--- src/rtl/round_robin_arbiter_weighted_slices_pkg.sv ---
// Shared defaults and FSM encoding for the weighted-slice round-robin arbiter.
package round_robin_arbiter_weighted_slices_pkg;
  localparam int DEF_N       = 4;
  localparam int DEF_SLICE_W = 4;

  typedef enum logic {
    IDLE = 1'b0,
    OWN  = 1'b1
  } arb_state_t;
endpackage

--- src/rtl/round_robin_arbiter_weighted_slices_rr_next_picker.sv ---
// Combinational round-robin search: first requester after ptr, wrapping, ptr itself last.
module rr_next_picker
  import round_robin_arbiter_weighted_slices_pkg::*;
#(
  parameter int N     = DEF_N,
  parameter int IDX_W = $clog2(N)
) (
  input  logic [N-1:0]     req,
  input  logic [IDX_W-1:0] ptr,
  input  logic             excl_owner,
  output logic [IDX_W-1:0] win,
  output logic             found
);

  logic [IDX_W-1:0] cand;

  always_comb begin
    win   = '0;
    found = 1'b0;
    cand  = '0;
    // k == N lands back on ptr, which is skipped when the owner released early
    for (int k = 1; k <= N; k++) begin
      cand = IDX_W'((int'(ptr) + k) % N);
      if (!found && req[cand] && !(excl_owner && (k == N))) begin
        found = 1'b1;
        win   = cand;
      end
    end
  end

endmodule

--- src/rtl/round_robin_arbiter_weighted_slices.sv ---
// Round-robin arbiter granting each winner a per-requester time slice of SLICE cycles.
module round_robin_arbiter_weighted_slices
  import round_robin_arbiter_weighted_slices_pkg::*;
#(
  parameter int N       = DEF_N,
  parameter int SLICE_W = DEF_SLICE_W,
  parameter int IDX_W   = $clog2(N)
) (
  input  logic                 clk,
  input  logic                 rst,
  input  logic [N-1:0]         REQ,
  input  logic [N*SLICE_W-1:0] SLICE,
  output logic [N-1:0]         GNT,
  output logic [IDX_W-1:0]     GNT_ID,
  output logic                 GNT_VALID,
  output logic [SLICE_W-1:0]   SLICE_LEFT
);

  arb_state_t         state_p0, state_p1;
  logic [IDX_W-1:0]   ptr_p0, ptr_p1;
  logic [N-1:0]       gnt_p0, gnt_p1;
  logic [IDX_W-1:0]   id_p0, id_p1;
  logic               vld_p0, vld_p1;
  logic [SLICE_W-1:0] left_p0, left_p1;

  logic               arb;
  logic               excl;
  logic [IDX_W-1:0]   win;
  logic               found;

  // Remaining cycles after the grant cycle; a zero field still buys one cycle.
  function automatic logic [SLICE_W-1:0] first_slice_left(
    input logic [N*SLICE_W-1:0] s,
    input logic [IDX_W-1:0]     w
  );
    logic [SLICE_W-1:0] f;
    f = s[int'(w)*SLICE_W +: SLICE_W];
    return (f == '0) ? '0 : f - SLICE_W'(1);
  endfunction

  rr_next_picker #(
    .N     (N),
    .IDX_W (IDX_W)
  ) u_picker (
    .req        (REQ),
    .ptr        (ptr_p1),
    .excl_owner (excl),
    .win        (win),
    .found      (found)
  );

  // p0: next-state decision from sampled REQ and current ownership
  always_comb begin
    state_p0 = state_p1;
    ptr_p0   = ptr_p1;
    gnt_p0   = gnt_p1;
    id_p0    = id_p1;
    vld_p0   = vld_p1;
    left_p0  = left_p1;
    arb      = 1'b0;
    excl     = 1'b0;

    case (state_p1)
      IDLE: arb = |REQ;
      OWN: begin
        // ptr tracks the owner while in OWN, so REQ[ptr] is the owner's request
        if (!REQ[ptr_p1]) begin
          arb  = 1'b1;
          excl = 1'b1;
        end else if (left_p1 == '0) begin
          arb = 1'b1;
        end else begin
          left_p0 = left_p1 - SLICE_W'(1);
        end
      end
      default: arb = 1'b0;
    endcase

    if (arb) begin
      if (found) begin
        state_p0    = OWN;
        ptr_p0      = win;
        gnt_p0      = '0;
        gnt_p0[win] = 1'b1;
        id_p0       = win;
        vld_p0      = 1'b1;
        left_p0     = first_slice_left(SLICE, win);
      end else begin
        state_p0 = IDLE;
        gnt_p0   = '0;
        id_p0    = '0;
        vld_p0   = 1'b0;
        left_p0  = '0;
      end
    end
  end

  // p1: registered state and outputs
  always_ff @(posedge clk) begin
    if (rst) begin
      state_p1 <= IDLE;
      ptr_p1   <= IDX_W'(N - 1);
      gnt_p1   <= '0;
      id_p1    <= '0;
      vld_p1   <= 1'b0;
      left_p1  <= '0;
    end else begin
      state_p1 <= state_p0;
      ptr_p1   <= ptr_p0;
      gnt_p1   <= gnt_p0;
      id_p1    <= id_p0;
      vld_p1   <= vld_p0;
      left_p1  <= left_p0;
    end
  end

  assign GNT        = gnt_p1;
  assign GNT_ID     = id_p1;
  assign GNT_VALID  = vld_p1;
  assign SLICE_LEFT = left_p1;

endmodule

--- config.mk ---
export PLATFORM = sky130hd
export DESIGN_NAME = round_robin_arbiter_weighted_slices
export DESIGN_NICKNAME = d
export VERILOG_FILES = /design/src/rtl/round_robin_arbiter_weighted_slices_pkg.sv /design/src/rtl/round_robin_arbiter_weighted_slices_rr_next_picker.sv /design/src/rtl/round_robin_arbiter_weighted_slices.sv
export SDC_FILE = /design/constraint.sdc
export NUM_CORES = 1
export LEC_CHECK = 0
export ABC_CLOCK_PERIOD_IN_PS = 3800
export CORE_UTILIZATION = 46
export CTS_CLUSTER_SIZE = 25
export DETAILED_ROUTE_END_ITERATION = 8
export GPL_TIMING_DRIVEN = 0
export PLACE_DENSITY = 0.88
export SYNTH_ARGS = -nofsm -noshare
export SYNTH_HDL_FRONTEND = slang
export SYNTH_SLANG_ARGS = --single-unit
--- constraint.sdc ---
create_clock -name clk -period 3.8 [get_ports clk]
set_input_delay 0.76 -clock clk [delete_from_list [all_inputs] [get_ports clk]]
set_output_delay 0.76 -clock clk [all_outputs]
set_load 0.005 [all_outputs]
# == After elaboration in Yosys (flattened, before gate mapping) ==
# Cells that the tools add are included.
# word_totals
ff_bits,13
output_inout_bits,11
inputBits,22
elab_cells,71
# op_classes
n_reduce_logical,16
shift,1
addsub,6
bitwise_logic,1
mux,34
n_eq_ne,1
magnitude_cmp,7
# ops
op,count
two-way mux 4 bit,7
"< comparator 2 x 3 -> 1 bit, second input constant",6
indexed part select 16 x 5 -> 4 bit,1
two-way mux 1 bit,15
binary-select mux 1 bit (select 2 bit),5
two-way mux 2 bit,5
zero test 4 bit,2
"subtractor 4 x 1 -> 4 bit, second input constant",2
logical AND 1 bit,5
"adder 2 x 1 -> 2 bit, second input constant",2
"adder 2 bit, second input constant",2
zero test 1 bit,4
nonzero test 2 bit,2
OR reduction 4 bit,1
AND reduction 3 bit,1
demux 1 bit (select 2 bit),1
"greater-or-equal comparator 2 x 1 -> 1 bit, second input constant",1
"!= test 2 bit, second input constant",1
one-hot mux 1 bit (2 select lines),1
AND reduction 2 bit,1
inverter 1 bit,1

# == Longest topological paths before layout ==
# Gate-level depths: netlist of the first run.
# depth
word_depth,19
depth_mapped,12
mapped_depth_nobuf,11

# == Cells and area by module ==
# Synthesis of the first run repeated with hierarchy kept, for this count alone.
# hier_totals
hier_cells,117
area_unflattened_um2,1052.3
# modules_own_cells
module,area_per_inst_um2,seq_area_each_um2,instances,cells_per_inst
round_robin_arbiter_weighted_slices,864.6,260.2,1,89
rr_next_picker,187.7,0.0,1,28

# == Worst setup path before layout of the first run ==
# OpenSTA, ideal clock, no wires.
# synth_path
path_type,input port to flip-flop
start,input REQ[3]
end,"register left_p1[3], in the netlist SLICE_LEFT[3]"
required_ns,3.726
arrival_ns,2.956
setup_ns,0.074
path_buffers,1
stages,12
path_slack_ns,0.770
path_cell_list,buf_6 nor2b_4 o21a_4 nor3_4 mux2i_1 mux2i_1 inv_1 ha_1 inv_1 o2111ai_1 or4_1 a31oi_1
# synth_via
elab_chain_len,18
elab_cells_between_ends,41
cone_classes,add/sub: 1; eq/ne: 1; shift: 1; mux: 25; reduce/logical: 13
# synth_rtl
element,line_no,source
"start, declared",round_robin_arbiter_weighted_slices.sv:11,"input logic [N-1:0] REQ,"
binary-select mux 1 bit (select 2 bit),round_robin_arbiter_weighted_slices_rr_next_picker.sv:24,if (!found && req[cand] && !(excl_owner && (k == N))) begin
two-way mux 1 bit (not written as such),round_robin_arbiter_weighted_slices_rr_next_picker.sv:24,
two-way mux 1 bit,round_robin_arbiter_weighted_slices_rr_next_picker.sv:24,
zero test 1 bit,round_robin_arbiter_weighted_slices_rr_next_picker.sv:24,
logical AND 1 bit,round_robin_arbiter_weighted_slices_rr_next_picker.sv:24,
two-way mux 1 bit,round_robin_arbiter_weighted_slices_rr_next_picker.sv:24,
zero test 1 bit,round_robin_arbiter_weighted_slices_rr_next_picker.sv:24,
logical AND 1 bit,round_robin_arbiter_weighted_slices_rr_next_picker.sv:24,
two-way mux 1 bit,round_robin_arbiter_weighted_slices_rr_next_picker.sv:24,
zero test 1 bit,round_robin_arbiter_weighted_slices_rr_next_picker.sv:24,
logical AND 1 bit (2 in series),round_robin_arbiter_weighted_slices_rr_next_picker.sv:24,
two-way mux 2 bit,round_robin_arbiter_weighted_slices_rr_next_picker.sv:24,
indexed part select 16 x 5 -> 4 bit,round_robin_arbiter_weighted_slices.sv:37,f = s[int'(w)*SLICE_W +: SLICE_W];
subtractor 4 x 1 -> 4 bit / zero test 4 bit (equally long branches),round_robin_arbiter_weighted_slices.sv:38,return (f == '0) ? '0 : f - SLICE_W'(1);
two-way mux 4 bit,round_robin_arbiter_weighted_slices.sv:38,
two-way mux 4 bit,round_robin_arbiter_weighted_slices.sv:80,if (found) begin
two-way mux 4 bit,round_robin_arbiter_weighted_slices.sv:79,if (arb) begin
"end signal, assigned",round_robin_arbiter_weighted_slices.sv:113,left_p1 <= left_p0;
"end, declared",round_robin_arbiter_weighted_slices.sv:24,"logic [SLICE_W-1:0] left_p0, left_p1;"
# Several ways; a longest one is shown, not always the timed one. The select of a mux whose other input is x is not followed.
# A chain may end at the register's enable or synchronous reset.

# == Worst setup path in the final report of the first run ==
# layout_path
start,input REQ[2]
end,"register left_p1[3], in the netlist SLICE_LEFT[3]"
# The elaborated chain is that of the path after synthesis.

==> flow_metrics.env, run 1 <==
export IMPL_place_congestion=0.8802
export IMPL_synth_top_family_by_area="compound AO/OA/AOI/OAI gates"
export IMPL_synthMostInstantiatedCell="nor2_1"
export IMPL_port_buffers=31
export IMPL_slew_violations=0
export IMPL_syn_to_final_growth_pct=34.86
export IMPL_numCtsBuffers=3
export IMPL_synth_nets=149
export IMPL_fp_dieH_microns=50.14
export IMPL_grt_start_max_net_pins=11
export IMPL_avgSynthCellArea_sq_um=8.667
export IMPL_synth_compound_area_frac=0.3134
export IMPL_remaining_drc_errors=0
export IMPL_powerDensity_nw_per_um2=470.5
export IMPL_power_leakage_nw=0.5643
export IMPL_overflow=0
export IMPL_startpoint_type="input pin"
export IMPL_start_util=0.4866
export IMPL_num_vias=1097
export IMPL_synth_cell_area_sq_um=1066
export IMPL_hpwl_mm=2.050
export IMPL_fin_crit_ps=3616
export IMPL_synthAdderAreaFrac=0.04695
export IMPL_status="finished, final reports clean"
export IMPL_rows=17
export IMPL_avgViaCountPerCell=5.898
export IMPL_grt_antenna_before_repair=0
export IMPL_drtIter0Drc=38
export IMPL_synth_xor_area_frac=0.008216
export IMPL_fin_crit_sh=0.9516
export IMPL_end_kind="flip-flop"
export IMPL_post_cts_buffers=0
export IMPL_netlist_area_leader_share=0.2441
export IMPL_cp_slowest_stage_delay_ps=670
export IMPL_max_cap_violations=0
export IMPL_cts_sinks=13
export IMPL_grt_total_usage=0.2314
export IMPL_grt_pass1_wl_mm=4.491
export IMPL_yosys_mux_area_fraction=0.1056
export IMPL_synthCells=123
export IMPL_postCtsHoldBufs=0
export IMPL_vdd_drop_max_mv=0.3102
export IMPL_cp_data_required_time_ps=4000
export IMPL_core_sq_um=2191
export IMPL_cts_buffer_depth=2
export IMPL_whs_ps=462.9
export IMPL_fmaxAchievable_ghz=0.2766
export IMPL_htree_levels=1
export IMPL_grt_pass1_vias=1047
export IMPL_fin_ws_ps=184.1
export IMPL_worstPathArrival_ps=3820
export IMPL_crit_path_start="REQ[2]"
export IMPL_cp_slowest_cell="clkdlybuf4s50_1"
export IMPL_clk_latency_ps=270
export IMPL_yosys_register_bits=13
export IMPL_hp_class="flip-flop to flip-flop"
export IMPL_ys_warn_count=0
export IMPL_io_pins=33
export IMPL_cp_max_fo=9
export IMPL_layout_drive_gt1_share=0.1203
export IMPL_antenna_cells=0
export IMPL_synthDistinctLibCells=47
export IMPL_synthFlopType="dfxtp_1"
export IMPL_fin_nets=185
export IMPL_endpoint="SLICE_LEFT[3]"
export IMPL_cts_tree="done"
export IMPL_relSlewSlack=0.6627
export IMPL_hold_violations=0
export IMPL_synth_simple_area_share=0.2312
export IMPL_post_cts_resized=0
export IMPL_crit_path_cell_trace="clkdlybuf4s50_1 > nor2_1 > o21a_1 > nor3_4 > mux2i_1 > mux2i_1 > inv_1 > ha_1 > inv_1 > o2111ai_1 > or4_1 > a31oi_1"
export IMPL_drtAntennaViolNets=0
export IMPL_grt_setup_unrepaired="no"
export IMPL_synth_edf_count=0
export IMPL_fp_dieW_microns=50.14
export IMPL_timing_rr_start="ptr_p1[0]"
export IMPL_r2r_end="SLICE_LEFT[3]"
export IMPL_yosysSeqAreaShare=0.2441
export IMPL_tightestPinTransition_ps=504.3
export IMPL_path_clk_slew_ps=70
export IMPL_worstSetupPathType="input pin to flip-flop"
export IMPL_wire_per_inst_microns=14.14
export IMPL_reg2reg_depth=11
export IMPL_synthTopCellsByCount="nor2_1 (16), dfxtp_1 (13), a21oi_1 (9), mux2i_1 (9)"
export IMPL_dr_pass1_iters=5
export IMPL_setup_violations=0
export IMPL_reg2reg_slack_ps=870
export IMPL_die_area_sq_um=2514
export IMPL_yosys_area_top_type="dfxtp_1"
export IMPL_finalWirelength_mm=2.630
export IMPL_place_ws_ps=-24.55
export IMPL_yosys_top_cells_area="dfxtp_1 (24%), mux2i_1 (8.5%), nor2_1 (5.6%), ha_1 (4.7%), a21oi_1 (4.2%)"
export IMPL_skew_ps=3.602
export IMPL_cts_root_buf="clkbuf_4"
export IMPL_async_reset_ff_frac=0
-- flip-flops by register name, summed over array words and instances (netlist names) --
name	flops
ptr_p1	2
SLICE_LEFT	4
GNT_ID	2
GNT_VALID	1
GNT	4
-- how the worst min path moves through the flow --
| stage | from | to | slack, ps | cells past startpoint |
|---|---|---|---|---|
| after floorplan | GNT[2] | GNT[2] | 450 | 2 |
| after global placement | GNT[3] | GNT[3] | 440 | 2 |
| after detailed placement | GNT[3] | GNT[3] | 450 | 2 |
| after CTS | GNT[3] | GNT[3] | 460 | 2 |
| after global routing | GNT[0] | GNT[0] | 490 | 2 |
| final | GNT[3] | GNT[3] | 460 | 2 |
-- power by group --
part	total (mW)	internal, mW	switching (mW)
sequential	0.203	0.169	0.0334
clock	0.0844	0.0407	0.0437
combinational	0.389	0.194	0.196
total	0.676	0.404	0.273
-- kinds of logic after synthesis --
family                   count (synthesis)
buffers and inverters                   12
multiplexers                            10
adder cells (fa/ha/maj)                  4
flip-flops                              13
AO/OA/AOI/OAI                           38
AND/OR/NAND/NOR                         45
XOR/XNOR                                 1
-- critical path: cells and delay by family --
kind / cells / cell delay [ps]
muxes: 2 / 460
AOI/OAI and AO/OA: 3 / 440
adders and majority gates: 1 / 270
and+or+nand+nor: 3 / 1010
buffers and inverters: 3 / 870
-- per-stage QoR --
step | power [mW] | area, sq um | setup TNS (ps) | util | cells
after detailed placement | 0.5872 | 1411 | -24.55 | 0.6442 | 182
after global placement | 0.5722 | 1411 | 0 | 0.6442 | 182
after floorplan | 0.4537 | 1066 | 0 | - | 123
after CTS | 0.6737 | 1438 | 0 | 0.6562 | 186
final | 0.6764 | 1438 | 0 | 0.6562 | 186
after global routing | 0.7231 | 1438 | 0 | 0.6562 | 186
-- placed cells by master, fill, tap and decap left out, types with 2 or more instances in the layout --
cell type	netlist	routed
a211o_1	3	3
a211oi_2	2	2
a21boi_0	2	2
a21oi_1	9	9
clkbuf_1	2	3
clkbuf_4	0	3
clkdlybuf4s50_1	0	31
dfxtp_1	13	13
ha_1	4	4
inv_1	8	8
mux2i_1	9	9
nand2_1	8	8
nand2b_1	2	2
nand3_1	2	2
nand4_1	2	2
nor2_1	16	16
nor3_1	2	2
nor4_1	2	2
o21ai_0	3	3
o31ai_1	4	4
or3_1	2	2
-- layout make-up --
class                      instances  area (sq um)
timing repair buffer              31         310.3
tap                               28         35.03
sequential                        13         260.3
clock buffer                       4         26.28
multi-input combinational         98         752.0
buffer                             4         23.77
fill                             184         753.2
inverter                           8         30.03
-- routing by layer --
layer  GRT usage  vias up  share of wire
met5           0        -              0
met2      0.4156       53           0.51
met4     0.08571        0         0.0087
met1      0.2737      510           0.41
met3     0.03333        4          0.068
li1            -      530              -
No activity file was read; power rests on OpenSTA's default activity.
==> inputs of run 2 (changes only) <==
--- a/config.mk
+++ b/config.mk
@@ -6,11 +6,12 @@
 export NUM_CORES = 1
 export LEC_CHECK = 0
 export ABC_CLOCK_PERIOD_IN_PS = 3800
-export CORE_UTILIZATION = 46
+export CORE_ASPECT_RATIO = 0.7
+export CORE_UTILIZATION = 33
 export CTS_CLUSTER_SIZE = 25
 export DETAILED_ROUTE_END_ITERATION = 8
 export GPL_TIMING_DRIVEN = 0
-export PLACE_DENSITY = 0.88
+export PLACE_DENSITY = 0.69
 export SYNTH_ARGS = -nofsm -noshare
 export SYNTH_HDL_FRONTEND = slang
 export SYNTH_SLANG_ARGS = --single-unit
==> run 2 against run 1 <==
Against the previous run:
- cell count grew 5.9%
- clock power grew 43%
- critical path depth is the same
- critical endpoint unchanged
- fmax grew 4.0%
- first-iteration DRC count shrank 11%
- cell area grew 3.6%
- via count shrank 3.0%
- critical path type unchanged
==> flow_metrics.env, run 2 (synthesis gave the netlist of run 1 again) <==
export IMPL_finalWirelength_mm=2.728
export IMPL_fillers=267
export IMPL_drtAntennaViolNets=0
export IMPL_die_area_sq_um=3465
export IMPL_grt_start_max_net_pins=11
export IMPL_final_common_cell="clkdlybuf4s50_1"
export IMPL_p_total_uw=726.0
export IMPL_startpoint_type="input pin"
export IMPL_path_clk_slew_ps=50
export IMPL_postCtsHoldBufs=0
export IMPL_fin_crit_sh=0.9150
export IMPL_crit_path_cell_trace="clkdlybuf4s50_1 > nor2b_1 > o21a_4 > nor3_4 > mux2i_1 > mux2i_1 > inv_1 > ha_1 > inv_1 > o2111ai_1 > or4_1 > a31oi_1"
export IMPL_avgViaCountPerCell=5.401
export IMPL_worstPathArrival_ps=3640
export IMPL_fin_cells=197
export IMPL_port_buffers=31
export IMPL_numCtsBuffers=3
export IMPL_grt_antenna_before_repair=0
export IMPL_num_vias=1064
export IMPL_postPlaceCellArea_sq_um=1421
export IMPL_cp_max_fo=7
export IMPL_grt_total_usage=0.1716
export IMPL_end_kind="flip-flop"
export IMPL_core_sq_um=2923
export IMPL_syn_to_final_growth_pct=39.67
export IMPL_cp_slowest_cell="clkdlybuf4s50_1"
export IMPL_tns_ps=0
export IMPL_fin_crit_ps=3477
export IMPL_placedCellCount=190
export IMPL_worstSetupPathType="input pin to flip-flop"
export IMPL_grt_pass1_vias=1022
export IMPL_power_leakage_nw=0.5863
export IMPL_place_congestion=0.8050
export IMPL_utilization=0.5094
export IMPL_place_ws_ps=-24.93
export IMPL_fmaxAchievable_ghz=0.2876
export IMPL_relSlewSlack=0.7435
export IMPL_io_pins=33
export IMPL_remaining_drc_errors=0
export IMPL_powerDensity_nw_per_um2=487.6
export IMPL_fp_dieH_microns=49.55
export IMPL_layout_drive_gt1_share=0.1366
export IMPL_layout_common_cells="clkdlybuf4s50_1 (31), nor2_1 (16), dfxtp_1 (13)"
export IMPL_hpwl_mm=2.138
export IMPL_crit_buf_inv=3
export IMPL_antenna_cells=0
export IMPL_vdd_drop_max_mv=0.1502
export IMPL_slew_violations=0
export IMPL_cts_sinks=13
export IMPL_tightestPinTransition_ps=374.0
export IMPL_path_delay_family="simple AND/OR/NAND/NOR gates"
export IMPL_overflow=0
export IMPL_start_util=0.3647
export IMPL_cts_buffer_depth=2
export IMPL_clk_latency_ps=240
export IMPL_fin_nets=188
export IMPL_max_cap_violations=0
export IMPL_cp_slowest_stage_delay_ps=520
export IMPL_cts_tree="done"
export IMPL_htree_levels=1
export IMPL_cts_root_buf="clkbuf_8"
export IMPL_grt_setup_unrepaired="no"
export IMPL_multi_input_area_sq_um=752.0
export IMPL_cp_data_required_time_ps=3970
export IMPL_status="finished, final reports clean"
export IMPL_skew_ps=1.417
export IMPL_drtIter0Drc=34
export IMPL_wire_per_inst_microns=13.85
export IMPL_setup_violations=0
export IMPL_rows=16
export IMPL_fin_ws_ps=323.2
export IMPL_whs_ps=453.8
export IMPL_stdcell_area_sq_um=1489
export IMPL_dr_pass1_iters=4
export IMPL_post_cts_resized=0
export IMPL_hold_violations=0
export IMPL_fp_dieW_microns=69.93
export IMPL_hp_class="flip-flop to flip-flop"
export IMPL_regArea_sq_um=260.3
export IMPL_grt_pass1_wl_mm=4.685
[run 2: changes by cell type in the layout (fill, tap and decap cells not counted), sizes merged]
cell,delta
buf,+3
[run 2: tightest hold or removal path: stages (launching register included)]
cell,delay [ps]
dfxtp_1,310
nand2_1,50
a21oi_1,50
[run 2: per-layer routing]
| metal | global-route usage | up-vias | wire length, microns |
|---|---|---|---|
| met5 | 0 | - | 0 |
| met4 | 0.05667 | 0 | 34 |
| met3 | 0.04090 | 6 | 197 |
| met2 | 0.2676 | 46 | 1183 |
| met1 | 0.2329 | 479 | 1313 |
| li1 | - | 533 | - |
[run 2: where the power goes]
part | total, mW | switching (mW) | internal, mW | leakage (nW)
clock | 0.121 | 0.0472 | 0.0740 | 0.0228
combinational | 0.400 | 0.197 | 0.203 | 0.456
sequential | 0.205 | 0.0353 | 0.170 | 0.108
total | 0.726 | 0.279 | 0.447 | 0.586
[run 2: timing repair]
item | 4_1_cts | 5_1_grt
endpoints found under the setup margin | 0 | 1
endpoints found under the hold margin | 0 | 0
buffers inserted | 0 | 3
[run 2: cell type report]
cell class / count / share of cell area
plain buffers: 4 / 0.01597
clock buffers: 4 / 0.03025
inverters: 8 / 0.02017
multi-input cells: 98 / 0.5050
flip-flops and latches: 13 / 0.1748
well taps: 36 / 0.03025
repair buffers: 34 / 0.2235
[run 2: worst paths after layout]
kind                   from             to  slack [ps]  depth (start not counted)
setup / recovery     REQ[1]  SLICE_LEFT[3]         320                         12
hold / removal       GNT[0]         GNT[0]         450                          2
setup reg to reg  ptr_p1[0]  SLICE_LEFT[3]        1030                         11
hold reg to reg      GNT[0]         GNT[0]         450                          2
